<file path="config.mk">
export PLATFORM = sky130hd
export DESIGN_NAME = regfile_dump_ctrl_flat
export DESIGN_NICKNAME = d
export VERILOG_FILES = /design/src/rtl/regdump_pkg.sv /design/src/rtl/regfile_dump_ctrl_if.sv /design/src/rtl/regdump_word_serializer.sv /design/src/rtl/regfile_dump_ctrl.sv /design/src/flat_wrapper.sv
export SDC_FILE = /design/constraint.sdc
export NUM_CORES = 1
export LEC_CHECK = 0
export CORE_MARGIN = 4
export CORE_UTILIZATION = 45
export CTS_BUF_LIST = sky130_fd_sc_hd__clkbuf_2
export CTS_CLUSTER_SIZE = 10
export DETAILED_ROUTE_END_ITERATION = 10
export GPL_TIMING_DRIVEN = 0
export PLACE_DENSITY = 0.75
export SLEW_MARGIN = 10
export SYNTH_ARGS = -nofsm -noshare
export SYNTH_HDL_FRONTEND = slang
export SYNTH_SLANG_ARGS = --single-unit
</file>
<file path="constraint.sdc">
create_clock -name i_clk -period 3.25 [get_ports i_clk]
set_input_delay 0.65 -clock i_clk [delete_from_list [all_inputs] [get_ports i_clk]]
set_output_delay 0.65 -clock i_clk [all_outputs]
set_load 0.005 [all_outputs]
</file>
<file path="src/rtl/regdump_pkg.sv">
// Shared types and constants for the register-file dump sequencer.
// Latency: n/a (declarations only).
// Backpressure: n/a. Holds the FSM state encoding, the default bytes-per-word and the byte-counter width.
package regdump_pkg;

  // Width of a counter that indexes n items; never narrower than one bit.
  function automatic int cnt_width(input int n);
    return (n > 1) ? $clog2(n) : 1;
  endfunction

  localparam int NB_DATA_DFLT = 32;
  localparam int NB_BYTE_DFLT = 8;
  localparam int BPW          = NB_DATA_DFLT / NB_BYTE_DFLT;
  localparam int NB_BCNT      = cnt_width(BPW);

  typedef enum logic [2:0] {
    ST_IDLE = 3'd0,
    ST_READ = 3'd1,
    ST_SEND = 3'd2,
    ST_CSUM = 3'd3,
    ST_DONE = 3'd4
  } state_t;

endpackage

</file>
<file path="src/rtl/regfile_dump_ctrl_if.sv">
// Debug-unit / register-file / byte-stream signal bundle for the dump sequencer.
// Latency: n/a (wires only).
// Backpressure: stream uses o_tx_valid / i_tx_ready; slave = sequencer view, master = environment view.
// Signals: i_start, i_abort (requests), o_address_read_debug / i_data_read_debug (regfile debug port),
//          o_tx_data / o_tx_valid / i_tx_ready (byte stream), o_halt, o_busy, o_done (status).
interface regfile_dump_ctrl_if #(
  parameter int NB_DATA = 32,
  parameter int NB_REG  = 5,
  parameter int NB_BYTE = 8
);
  logic               i_start;
  logic               i_abort;
  logic [NB_REG-1:0]  o_address_read_debug;
  logic [NB_DATA-1:0] i_data_read_debug;
  logic [NB_BYTE-1:0] o_tx_data;
  logic               o_tx_valid;
  logic               i_tx_ready;
  logic               o_halt;
  logic               o_busy;
  logic               o_done;

  modport slave (
    input  i_start, i_abort, i_data_read_debug, i_tx_ready,
    output o_address_read_debug, o_tx_data, o_tx_valid, o_halt, o_busy, o_done
  );

  modport master (
    output i_start, i_abort, i_data_read_debug, i_tx_ready,
    input  o_address_read_debug, o_tx_data, o_tx_valid, o_halt, o_busy, o_done
  );
endinterface

</file>
<file path="src/rtl/regdump_word_serializer.sv">
// Word-to-byte serializer: captures one word on load and presents it LSB byte first.
// Latency: first byte valid the cycle after load; one byte per cycle while ready is high.
// Backpressure: byte and valid held unchanged while active and !tx_ready; no timeout.
// Ports: clk, rst_n, load, word_in, active (present bytes), tx_ready -> tx_data, tx_valid,
//        byte_fire (byte accepted this cycle), last_byte (current byte is the word's last).
module regdump_word_serializer
  import regdump_pkg::*;
#(
  parameter int NB_BYTE = NB_BYTE_DFLT,
  parameter int N_BYTES = BPW,
  parameter int CNT_W   = cnt_width(N_BYTES)
) (
  input  logic                       clk,
  input  logic                       rst_n,
  input  logic                       load,
  input  logic [N_BYTES*NB_BYTE-1:0] word_in,
  input  logic                       active,
  input  logic                       tx_ready,
  output logic [NB_BYTE-1:0]         tx_data,
  output logic                       tx_valid,
  output logic                       byte_fire,
  output logic                       last_byte
);

  localparam logic [CNT_W-1:0] LAST_IDX = CNT_W'(N_BYTES - 1);

  logic [N_BYTES-1:0][NB_BYTE-1:0] word_q;
  logic [CNT_W-1:0]                byte_cnt_q;

  assign tx_valid  = active;
  assign byte_fire = active & tx_ready;
  assign last_byte = (byte_cnt_q == LAST_IDX);
  // Idle data reads as zero so the stream lines are quiet outside a transfer.
  assign tx_data   = active ? word_q[byte_cnt_q] : '0;

  always_ff @(posedge clk or negedge rst_n) begin
    if (!rst_n) begin
      word_q     <= '0;
      byte_cnt_q <= '0;
    end else if (load) begin
      word_q     <= word_in;
      byte_cnt_q <= '0;
    end else if (byte_fire && !last_byte) begin
      byte_cnt_q <= byte_cnt_q + CNT_W'(1);
    end
  end

endmodule

</file>
<file path="src/rtl/regfile_dump_ctrl.sv">
// Debug dump sequencer: halts the pipeline and streams r0..r(NUM_REGS-1) LSB byte first.
// Latency: 1 READ cycle + BPW byte cycles per word; o_done one cycle after the final byte is accepted.
// Backpressure: stream stalls indefinitely on !i_tx_ready; i_abort returns to IDLE and drops valid.
// Ports: i_clk, i_reset (async active-low), dbg (regfile_dump_ctrl_if.slave: start/abort, regfile
//        debug address/data, byte stream valid/ready, halt/busy/done status).
// Build option: REGDUMP_CHECKSUM_EN appends one XOR-of-all-data-bytes byte after the last register.
module regfile_dump_ctrl
  import regdump_pkg::*;
#(
  parameter int NB_DATA  = NB_DATA_DFLT,
  parameter int NB_REG   = 5,
  parameter int NB_BYTE  = NB_BYTE_DFLT,
  parameter int NUM_REGS = 32
) (
  input  logic               i_clk,
  input  logic               i_reset,
  regfile_dump_ctrl_if.slave dbg
);

  localparam int               WORD_BYTES = NB_DATA / NB_BYTE;
  localparam logic [NB_REG-1:0] LAST_REG  = NB_REG'(NUM_REGS - 1);

  state_t              state_q, state_d;
  logic [NB_REG-1:0]   reg_idx_q;
  logic                start_go, load, idx_inc, last_reg, word_done;
  logic                ser_valid, ser_fire, ser_last;
  logic [NB_BYTE-1:0]  ser_data;

  assign start_go  = (state_q == ST_IDLE) && dbg.i_start;
  assign last_reg  = (reg_idx_q == LAST_REG);
  assign word_done = ser_fire & ser_last;

  regdump_word_serializer #(
    .NB_BYTE (NB_BYTE),
    .N_BYTES (WORD_BYTES)
  ) u_ser (
    .clk       (i_clk),
    .rst_n     (i_reset),
    .load      (load),
    .word_in   (dbg.i_data_read_debug),
    .active    (state_q == ST_SEND),
    .tx_ready  (dbg.i_tx_ready),
    .tx_data   (ser_data),
    .tx_valid  (ser_valid),
    .byte_fire (ser_fire),
    .last_byte (ser_last)
  );

  always_ff @(posedge i_clk or negedge i_reset) begin
    if (!i_reset) begin
      state_q <= ST_IDLE;
    end else begin
      state_q <= state_d;
    end
  end

  always_comb begin
    state_d = state_q;
    load    = 1'b0;
    idx_inc = 1'b0;
    // Abort outranks every other event once a dump is under way.
    if (state_q != ST_IDLE && dbg.i_abort) begin
      state_d = ST_IDLE;
    end else begin
      case (state_q)
        ST_IDLE: if (dbg.i_start) state_d = ST_READ;
        // Address has been stable for a full cycle; capture the read data.
        ST_READ: begin
          load    = 1'b1;
          state_d = ST_SEND;
        end
        ST_SEND: begin
          if (word_done) begin
            if (last_reg) begin
`ifdef REGDUMP_CHECKSUM_EN
              state_d = ST_CSUM;
`else
              state_d = ST_DONE;
`endif
            end else begin
              idx_inc = 1'b1;
              state_d = ST_READ;
            end
          end
        end
`ifdef REGDUMP_CHECKSUM_EN
        ST_CSUM: if (dbg.i_tx_ready) state_d = ST_DONE;
`endif
        ST_DONE: state_d = ST_IDLE;
        default: state_d = ST_IDLE;
      endcase
    end
  end

  // Register index doubles as the registered debug read address; it never wraps.
  always_ff @(posedge i_clk or negedge i_reset) begin
    if (!i_reset) begin
      reg_idx_q <= '0;
    end else if (start_go) begin
      reg_idx_q <= '0;
    end else if (idx_inc) begin
      reg_idx_q <= reg_idx_q + NB_REG'(1);
    end
  end

`ifdef REGDUMP_CHECKSUM_EN
  logic [NB_BYTE-1:0] csum_q;

  always_ff @(posedge i_clk or negedge i_reset) begin
    if (!i_reset) begin
      csum_q <= '0;
    end else if (start_go) begin
      csum_q <= '0;
    end else if (ser_fire) begin
      csum_q <= csum_q ^ ser_data;
    end
  end

  assign dbg.o_tx_valid = ser_valid | (state_q == ST_CSUM);
  assign dbg.o_tx_data  = (state_q == ST_CSUM) ? csum_q : ser_data;
`else
  assign dbg.o_tx_valid = ser_valid;
  assign dbg.o_tx_data  = ser_data;
`endif

  assign dbg.o_address_read_debug = reg_idx_q;
  assign dbg.o_busy               = (state_q != ST_IDLE);
  assign dbg.o_halt               = (state_q != ST_IDLE);
  assign dbg.o_done               = (state_q == ST_DONE);

endmodule

</file>
<file path="src/flat_wrapper.sv">
// flat-port wrapper written by rule: the top's interface ports become plain ports
module regfile_dump_ctrl_flat import regdump_pkg::*;
#(
  parameter int NB_DATA  = NB_DATA_DFLT,
  parameter int NB_REG   = 5,
  parameter int NB_BYTE  = NB_BYTE_DFLT,
  parameter int NUM_REGS = 32
)
  (i_clk, i_reset, dbg_i_start, dbg_i_abort, dbg_i_data_read_debug, dbg_i_tx_ready, dbg_o_address_read_debug, dbg_o_tx_data, dbg_o_tx_valid, dbg_o_halt, dbg_o_busy, dbg_o_done);
  regfile_dump_ctrl_if #(.NB_DATA(NB_DATA), .NB_REG(NB_REG), .NB_BYTE(NB_BYTE)) dbg_i ();
  input  logic i_clk;
  input  logic i_reset;
  input wire logic [$bits(dbg_i.i_start)-1:0] dbg_i_start;
  input wire logic [$bits(dbg_i.i_abort)-1:0] dbg_i_abort;
  input wire logic [$bits(dbg_i.i_data_read_debug)-1:0] dbg_i_data_read_debug;
  input wire logic [$bits(dbg_i.i_tx_ready)-1:0] dbg_i_tx_ready;
  output wire logic [$bits(dbg_i.o_address_read_debug)-1:0] dbg_o_address_read_debug;
  output wire logic [$bits(dbg_i.o_tx_data)-1:0] dbg_o_tx_data;
  output wire logic [$bits(dbg_i.o_tx_valid)-1:0] dbg_o_tx_valid;
  output wire logic [$bits(dbg_i.o_halt)-1:0] dbg_o_halt;
  output wire logic [$bits(dbg_i.o_busy)-1:0] dbg_o_busy;
  output wire logic [$bits(dbg_i.o_done)-1:0] dbg_o_done;
  assign dbg_i.i_start = dbg_i_start;
  assign dbg_i.i_abort = dbg_i_abort;
  assign dbg_i.i_data_read_debug = dbg_i_data_read_debug;
  assign dbg_i.i_tx_ready = dbg_i_tx_ready;
  assign dbg_o_address_read_debug = dbg_i.o_address_read_debug;
  assign dbg_o_tx_data = dbg_i.o_tx_data;
  assign dbg_o_tx_valid = dbg_i.o_tx_valid;
  assign dbg_o_halt = dbg_i.o_halt;
  assign dbg_o_busy = dbg_i.o_busy;
  assign dbg_o_done = dbg_i.o_done;
  regfile_dump_ctrl #(.NB_DATA(NB_DATA), .NB_REG(NB_REG), .NB_BYTE(NB_BYTE), .NUM_REGS(NUM_REGS)) u_core (.i_clk(i_clk), .i_reset(i_reset), .dbg(dbg_i));
endmodule
</file>
==> run metrics, run 1 <==
status finished clean; Total GRT Usage 0.171; Iteration-0 DRC Markers 38; area share of the largest cell type after synthesis 0.531; initial antenna violation count 0; deepest clock path buffer count 2; Sequential Area 0.00105 mm^2; multi-input logic area 886 um^2; post-synth top area cell dfrtp_1; DRC violations left 0; Fin Hold WS 0.198 ns; Root Buffer clkbuf_2; Post-synth ARST share 1.00; leading cell type in the layout, fill and taps excluded clkdlybuf4s50_1; Unique masters post-synth 33; largest net degree at the start of global routing 24; vias in the first global route 1492; Largest delay share family, worst path buffers and inverters; CP cell instances or3b_2 > inv_1 > and2_1 > clkdlybuf4s50_1; Final min period 3.02 ns; Post-Syn Instances 142; FF-to-FF path depth 3; Hold/Removal Path Class input port to asynchronous set/reset pin; HPWL after detailed placement 3210 um; GP Congestion 0.844; final worst setup slack 0.229 ns; Post-synth EDFFs 0; Buffers & Inverters on Critical Path 2; placed cell areas 0.00259 mm^2; max_cap viols 0; Synth Warn # 0; Synth area leaders dfrtp_1, mux2_2, mux4_2, and2_1, ha_1; RSZ-0062 raised after global routing false; R2R Path Start u_core.state_q[2]$_DFFE_PN0P_; I/O pin count 54; Setup Skew 0.0151 ns; Avg Cell Area, Syn 13.9 um^2; Ant. Diodes 0; CTS buffer count 5; die width 74.3 um; Layout area overhead 33.1%; commonest cells after routing, fill and taps aside clkdlybuf4s50_1, dfrtp_1, mux2_2; Design Area, Final 0.00264 mm^2; Fin. Hold Viols 0; register-to-register setup slack 1.07 ns; Seq/Total Area, Yosys 0.531; peak supply drop 271 uV; Site Rows 23; Clock Pin Slew Worst Setup and Hold Paths 0.20 ns; CP Data Arrival Time 2.37 ns; startpoint types register; WP data required 2.60 ns; die footprint 0.00552 mm^2; vias 1369; FF-to-FF End u_core.u_ser.word_q[10]$_DFFE_PN0P_; Slew Limit Fails 0; Setup Viol. Count Final 0; Total Wirelength 4390 um; CP peak stage delay 0.52 ns; Via density 5.39; #FFs+latches synth 42; total grt overflow 0; Chip Height 74.3 um; CTS H-tree lvls 2; Post-Place Setup Slack 0.397 ns; clock sinks 42; port buffer count 53; Rel. slew slack 0.428; Worst-Margin Slew 0.855 ns; Setup TNS 0 ns; initial core utilization 0.481; CP max FO 10; PD cells 583 mW/mm^2; Critical Path End Type output port; nets 243; Synth Flop Type dfrtp_1; fill cell count 312; first drt pass iteration count 4; kind of critical path register to output port; Max Clock Freq 331 MHz; post-synthesis instance area 0.00198 mm^2; Leak Pwr 1.10 nW; Synthesized Nets 182; hold buffer count at CTS 0; first-pass GRT wire length 7030 um; CTS tree yes; core area 0.00412 mm^2; layout cells sized above 1 0.294; CP max-delay cell or3b_2; number of nets with antenna violations after routing 0; Clock Latency Late Sink 0.40 ns; Routed wire per std cell 17.3 um; Final period util 0.930
==> logic make-up (layout without fill, tap and decap cells) <==
| group | count (synthesis) | after routing | share of synthesized area |
|---|---|---|---|
| fa+ha+maj | 3 | 3 | 0.0190 |
| simple gates | 33 | 33 | 0.113 |
| flops | 42 | 42 | 0.531 |
| mux | 41 | 41 | 0.278 |
| buf+inv | 9 | 71 | 0.0215 |
| compound gates | 14 | 14 | 0.0379 |
==> registers in the layout, indices dropped and copies added, names as in the netlist <==
| register | flops |
|---|---|
| u_core.u_ser.word_q | 32 |
| u_core.dbg.o_address_read_debug | 5 |
| u_core.state_q | 3 |
| u_core.u_ser.byte_cnt_q | 2 |
==> power by group <==
part	switching, W	leakage, nW	internal (W)
Sequential	0.0000838	0.512	0.000694
Clock	0.000163	0.0304	0.0000529
Combinational	0.000183	0.555	0.000359
Total	0.000430	1.10	0.00111
==> how the worst max path moves through the flow <==
stage,start,to,slack (ns),cells after the start
after floorplan,u_core.u_ser.byte_cnt_q[0]$_DFFE_PN0P_,dbg_o_tx_data[0],1.10,3
final,u_core.state_q[2]$_DFFE_PN0P_,dbg_o_tx_data[5],0.23,4
after global routing,u_core.state_q[2]$_DFFE_PN0P_,dbg_o_tx_data[3],0.09,4
after detailed placement,u_core.u_ser.byte_cnt_q[0]$_DFFE_PN0P_,dbg_o_tx_data[3],0.40,4
after CTS,u_core.state_q[2]$_DFFE_PN0P_,dbg_o_tx_data[5],0.21,4
after global placement,u_core.u_ser.byte_cnt_q[0]$_DFFE_PN0P_,dbg_o_tx_data[3],0.45,4
==> timing repair <==
action / CTS / global route
endpoints found under the setup margin: 8 / 0
setup buffers: 0 / 0
resized for setup: 1 / 0
==> synth_stat cells (2+ instances only) <==
cell / count
a21oi_1: 6
and2_1: 8
buf_2: 3
dfrtp_1: 42
ha_1: 3
inv_1: 2
mux2_2: 32
mux4_2: 8
nand2_1: 2
nand2b_1: 2
nand3_1: 5
nor2_1: 2
o21ai_0: 6
or3_2: 2
==> final cells by class <==
type                       count  area share
sequential                    42       0.399
multi-input combinational     91       0.336
timing repair buffer          54       0.210
tap                           50      0.0237
buffer                         7      0.0138
clock buffer                   6      0.0114
clock inverter                 2     0.00332
inverter                       2     0.00285
==> stage by stage <==
stage	total power, W	std cells	util
finish	0.00154	254	0.640
global route	0.00163	254	0.640
CTS	0.00156	254	0.640
detailed placement	0.00134	246	0.631
global placement	0.00130	245	0.625
floorplan	0.00114	142	-
==> per-layer routing <==
layer | routed length (um) | part of all wire | GRT usage
met1 | 1890 | 0.43 | 0.207
met4 | 52 | 0.012 | 0.0534
met3 | 306 | 0.070 | 0.0486
met2 | 2140 | 0.49 | 0.297
met5 | 0 | 0 | 0
(Power assumes the default switching activity.)
==> run 2, diff against run 1 <==
--- a/config.mk
+++ b/config.mk
@@ -12,6 +12,7 @@
 export DETAILED_ROUTE_END_ITERATION = 10
 export GPL_TIMING_DRIVEN = 0
 export PLACE_DENSITY = 0.75
+export REMOVE_ABC_BUFFERS = 1
 export SLEW_MARGIN = 10
 export SYNTH_ARGS = -nofsm -noshare
 export SYNTH_HDL_FRONTEND = slang
==> run 2 against run 1 <==
Compared with the run above: fmax is 0.66% lower; worst setup slack worse by 0.020 ns; sequential power rose by 6.6%; highest routed layer unchanged.
==> run metrics, run 2 (synthesis results as in run 1) <==
M3 GR Usage 0.0486 (unchanged); port buffer count 53 (unchanged); CTS tree yes; FF-to-FF End u_core.dbg.o_address_read_debug[3]$_DFFE_PN0P_; Fin Hold WS 0.106 ns (-0.0916 ns); layout cells sized above 1 0.281 (-0.0127); peak supply drop 319 uV (+18%); R2R Path Start u_core.u_ser.byte_cnt_q[0]$_DFFE_PN0P_; Clock Latency Late Sink 0.41 ns (about the same); placed cells 241 (-2.0%); FF-to-FF path depth 4 (+1); die width 74.3 um (unchanged); largest net degree at the start of global routing 32 (+33%); Rel. slew slack 0.429 (+0.00104); first-pass GRT wire length 7190 um (+2.2%); vias in the first global route 1504 (+0.80%); Non-Filler Instances 249 (-2.0%); first drt pass iteration count 4 (unchanged); Cell Int Power 0.00110 W (-0.63%); Ant. Diodes 0 (unchanged); Buffers & Inverters on Critical Path 2 (unchanged); number of flip-flops in the largest register 32 (unchanged); Slew Limit Fails 0 (unchanged); number of nets with antenna violations after routing 0 (unchanged); Iteration-0 DRC Markers 31 (-18%); Comb pwr share 0.318 (-0.035); WP data required 2.60 ns (about the same); Leak Pwr 1.08 nW (-1.6%); leading cell type in the layout, fill and taps excluded clkdlybuf4s50_1; Setup Viol. Count Final 0 (unchanged); final worst setup slack 0.209 ns (-0.0202 ns); placed cell areas 0.00258 mm^2 (-0.43%); CP max FO 10 (unchanged); CTS H-tree lvls 2 (unchanged); Final period util 0.936 (+0.00621); CP cell instances or3b_2 > inv_1 > and2_1 > clkdlybuf4s50_1; Clock Pin Slew Worst Setup and Hold Paths 0.19 ns (about the same); PD cells 584 mW/mm^2 (+0.26%); Layout area overhead 32.5%; kind of critical path register to output port; Critical Path End Type output port; Largest Register u_core.u_ser.word_q; Post-Place Setup Slack 0.644 ns (+0.246 ns); Total GRT Usage 0.174 (+0.00283); Total Wirelength 4350 um (-1.0%); Fin. Hold Viols 0 (unchanged); status finished clean; register share of total power 0.541 (+0.035); core area 0.00412 mm^2 (unchanged); CP Data Arrival Time 2.39 ns (+0.02 ns); CTS buffer count 5 (unchanged); Sw Ratio 0.283 (+0.00301); Hold/Removal Path Class input port to asynchronous set/reset pin; Worst-Margin Slew 0.844 ns (-0.0112 ns); vias 1359 (-0.73%); Design Power 0.00153 W (-0.21%); CP max-delay cell or3b_2; total grt overflow 0 (unchanged); Largest delay share family, worst path buffers and inverters; Site Rows 23 (unchanged); register-to-register setup slack 1.10 ns (+0.03 ns); Design Area, Final 0.00262 mm^2 (-0.47%); I/O pin count 54 (unchanged); startpoint types register; met1 usage 0.200 (-0.00744); Root Buffer clkbuf_2; DRC violations left 0 (unchanged); nets 238 (-2.1%); Setup Skew 0.0213 ns (+0.00615 ns); Routed wire per std cell 17.4 um (+0.99%); Chip Height 74.3 um (unchanged); clock sinks 42 (unchanged); Max Clock Freq 329 MHz (-0.66%); initial antenna violation count 0 (unchanged); post-CTS resize count 0 (-1); grt met2 use 0.321 (+0.0236); commonest cells after routing, fill and taps aside clkdlybuf4s50_1, dfrtp_1, mux2_2; Worst Setup SP u_core.state_q[2]$_DFFE_PN0P_; hold buffer count at CTS 0 (unchanged); GP Congestion 0.776 (-8.0%); clock power share 0.141 (about the same); Via density 5.46 (+1.3%); Final min period 3.04 ns (+0.0202 ns); HPWL after detailed placement 3290 um (+2.4%); most used routing layer met2; net switching power 0.000434 W (+0.86%); Post-CTS Setup Repair Bufs 0 (unchanged); deepest clock path buffer count 2 (unchanged); die footprint 0.00552 mm^2 (unchanged); max_cap viols 0 (unchanged); CP peak stage delay 0.53 ns (about the same); initial core utilization 0.481 (unchanged); RSZ-0062 raised after global routing false
run 2: cell count changes in the layout (fill, tap and decap cells not counted):
| cell | change |
|---|---|
| buf_16 | -1 |
| nor4b_4 | +1 |
| buf_1 | -1 |
| clkbuf_2 | -2 |
| nor4b_2 | -1 |
| buf_12 | +1 |
| buf_2 | -3 |
| buf_4 | -1 |
| buf_6 | +2 |
run 2: power by group through the flow:
stage	registers, W	clock network, W	logic, W
final	0.000829	0.000217	0.000487
after global routing	0.000853	0.000254	0.000530
after CTS	0.000831	0.000228	0.000494
after detailed placement	0.000844	0	0.000494
after global placement	0.000823	0	0.000465
after floorplan	0.000791	0	0.000342
run 2: worst max-delay path by stage:
stage,slack [ns],cells past startpoint,endpoint
6_report,0.21,4,dbg_o_tx_data[6]
5_1_grt,0.04,3,dbg_o_tx_data[0]
4_1_cts,0.16,3,dbg_o_tx_data[5]
3_5_place_dp,0.64,4,u_core.dbg.o_address_read_debug[3]$_DFFE_PN0P_
3_3_place_gp,-1.03,3,u_core.u_ser.word_q[21]$_DFFE_PN0P_
2_1_floorplan,0.11,2,u_core.u_ser.word_q[0]$_DFFE_PN0P_
run 2: layout make-up:
cell class              instances  area (um^2)
multi-input cells              91          895
flip-flops and latches         42         1050
well taps                      50         62.6
fillers                       319         1490
inverters                       2         7.51
clock inverters                 2         8.76
repair buffers                 56          568
clock buffers                   6         30.0
run 2: metal layers:
layer  routed length (um)  share of wire  vias up
li1                     -              -      637
met1                 1730           0.40      691
met2                 2390           0.55       25
met3                  189          0.043        6
met4                   37         0.0085        0
met5                    0              0        -
run 2: metrics by stage:
step	setup TNS, ns	util
floorplan	0	-
global placement	-34.75	0.617
detailed placement	0	0.628
CTS	0	0.637
global route	0	0.637
finish	0	0.637
==> run 3, diff against run 2 <==
==> constraint.sdc (replaced) <==
create_clock -name i_clk -period 3.71 [get_ports i_clk]
set_input_delay 0.742 -clock i_clk [delete_from_list [all_inputs] [get_ports i_clk]]
set_output_delay 0.742 -clock i_clk [all_outputs]
set_load 0.005 [all_outputs]
==> results of run 3 <==
Same layout as run 2 (identical final DEF). Status: finished clean.
Among the figures that moved: setup slack after placement 0.644 ns -> 1.01 ns; setup slack after layout 0.209 ns -> 0.577 ns; hold slack 0.106 ns -> 0.198 ns; register-to-register setup slack 1.10 ns -> 1.56 ns; total power 0.00153 W -> 0.00134 W; worst IR drop on VDD 319 uV -> 280 uV
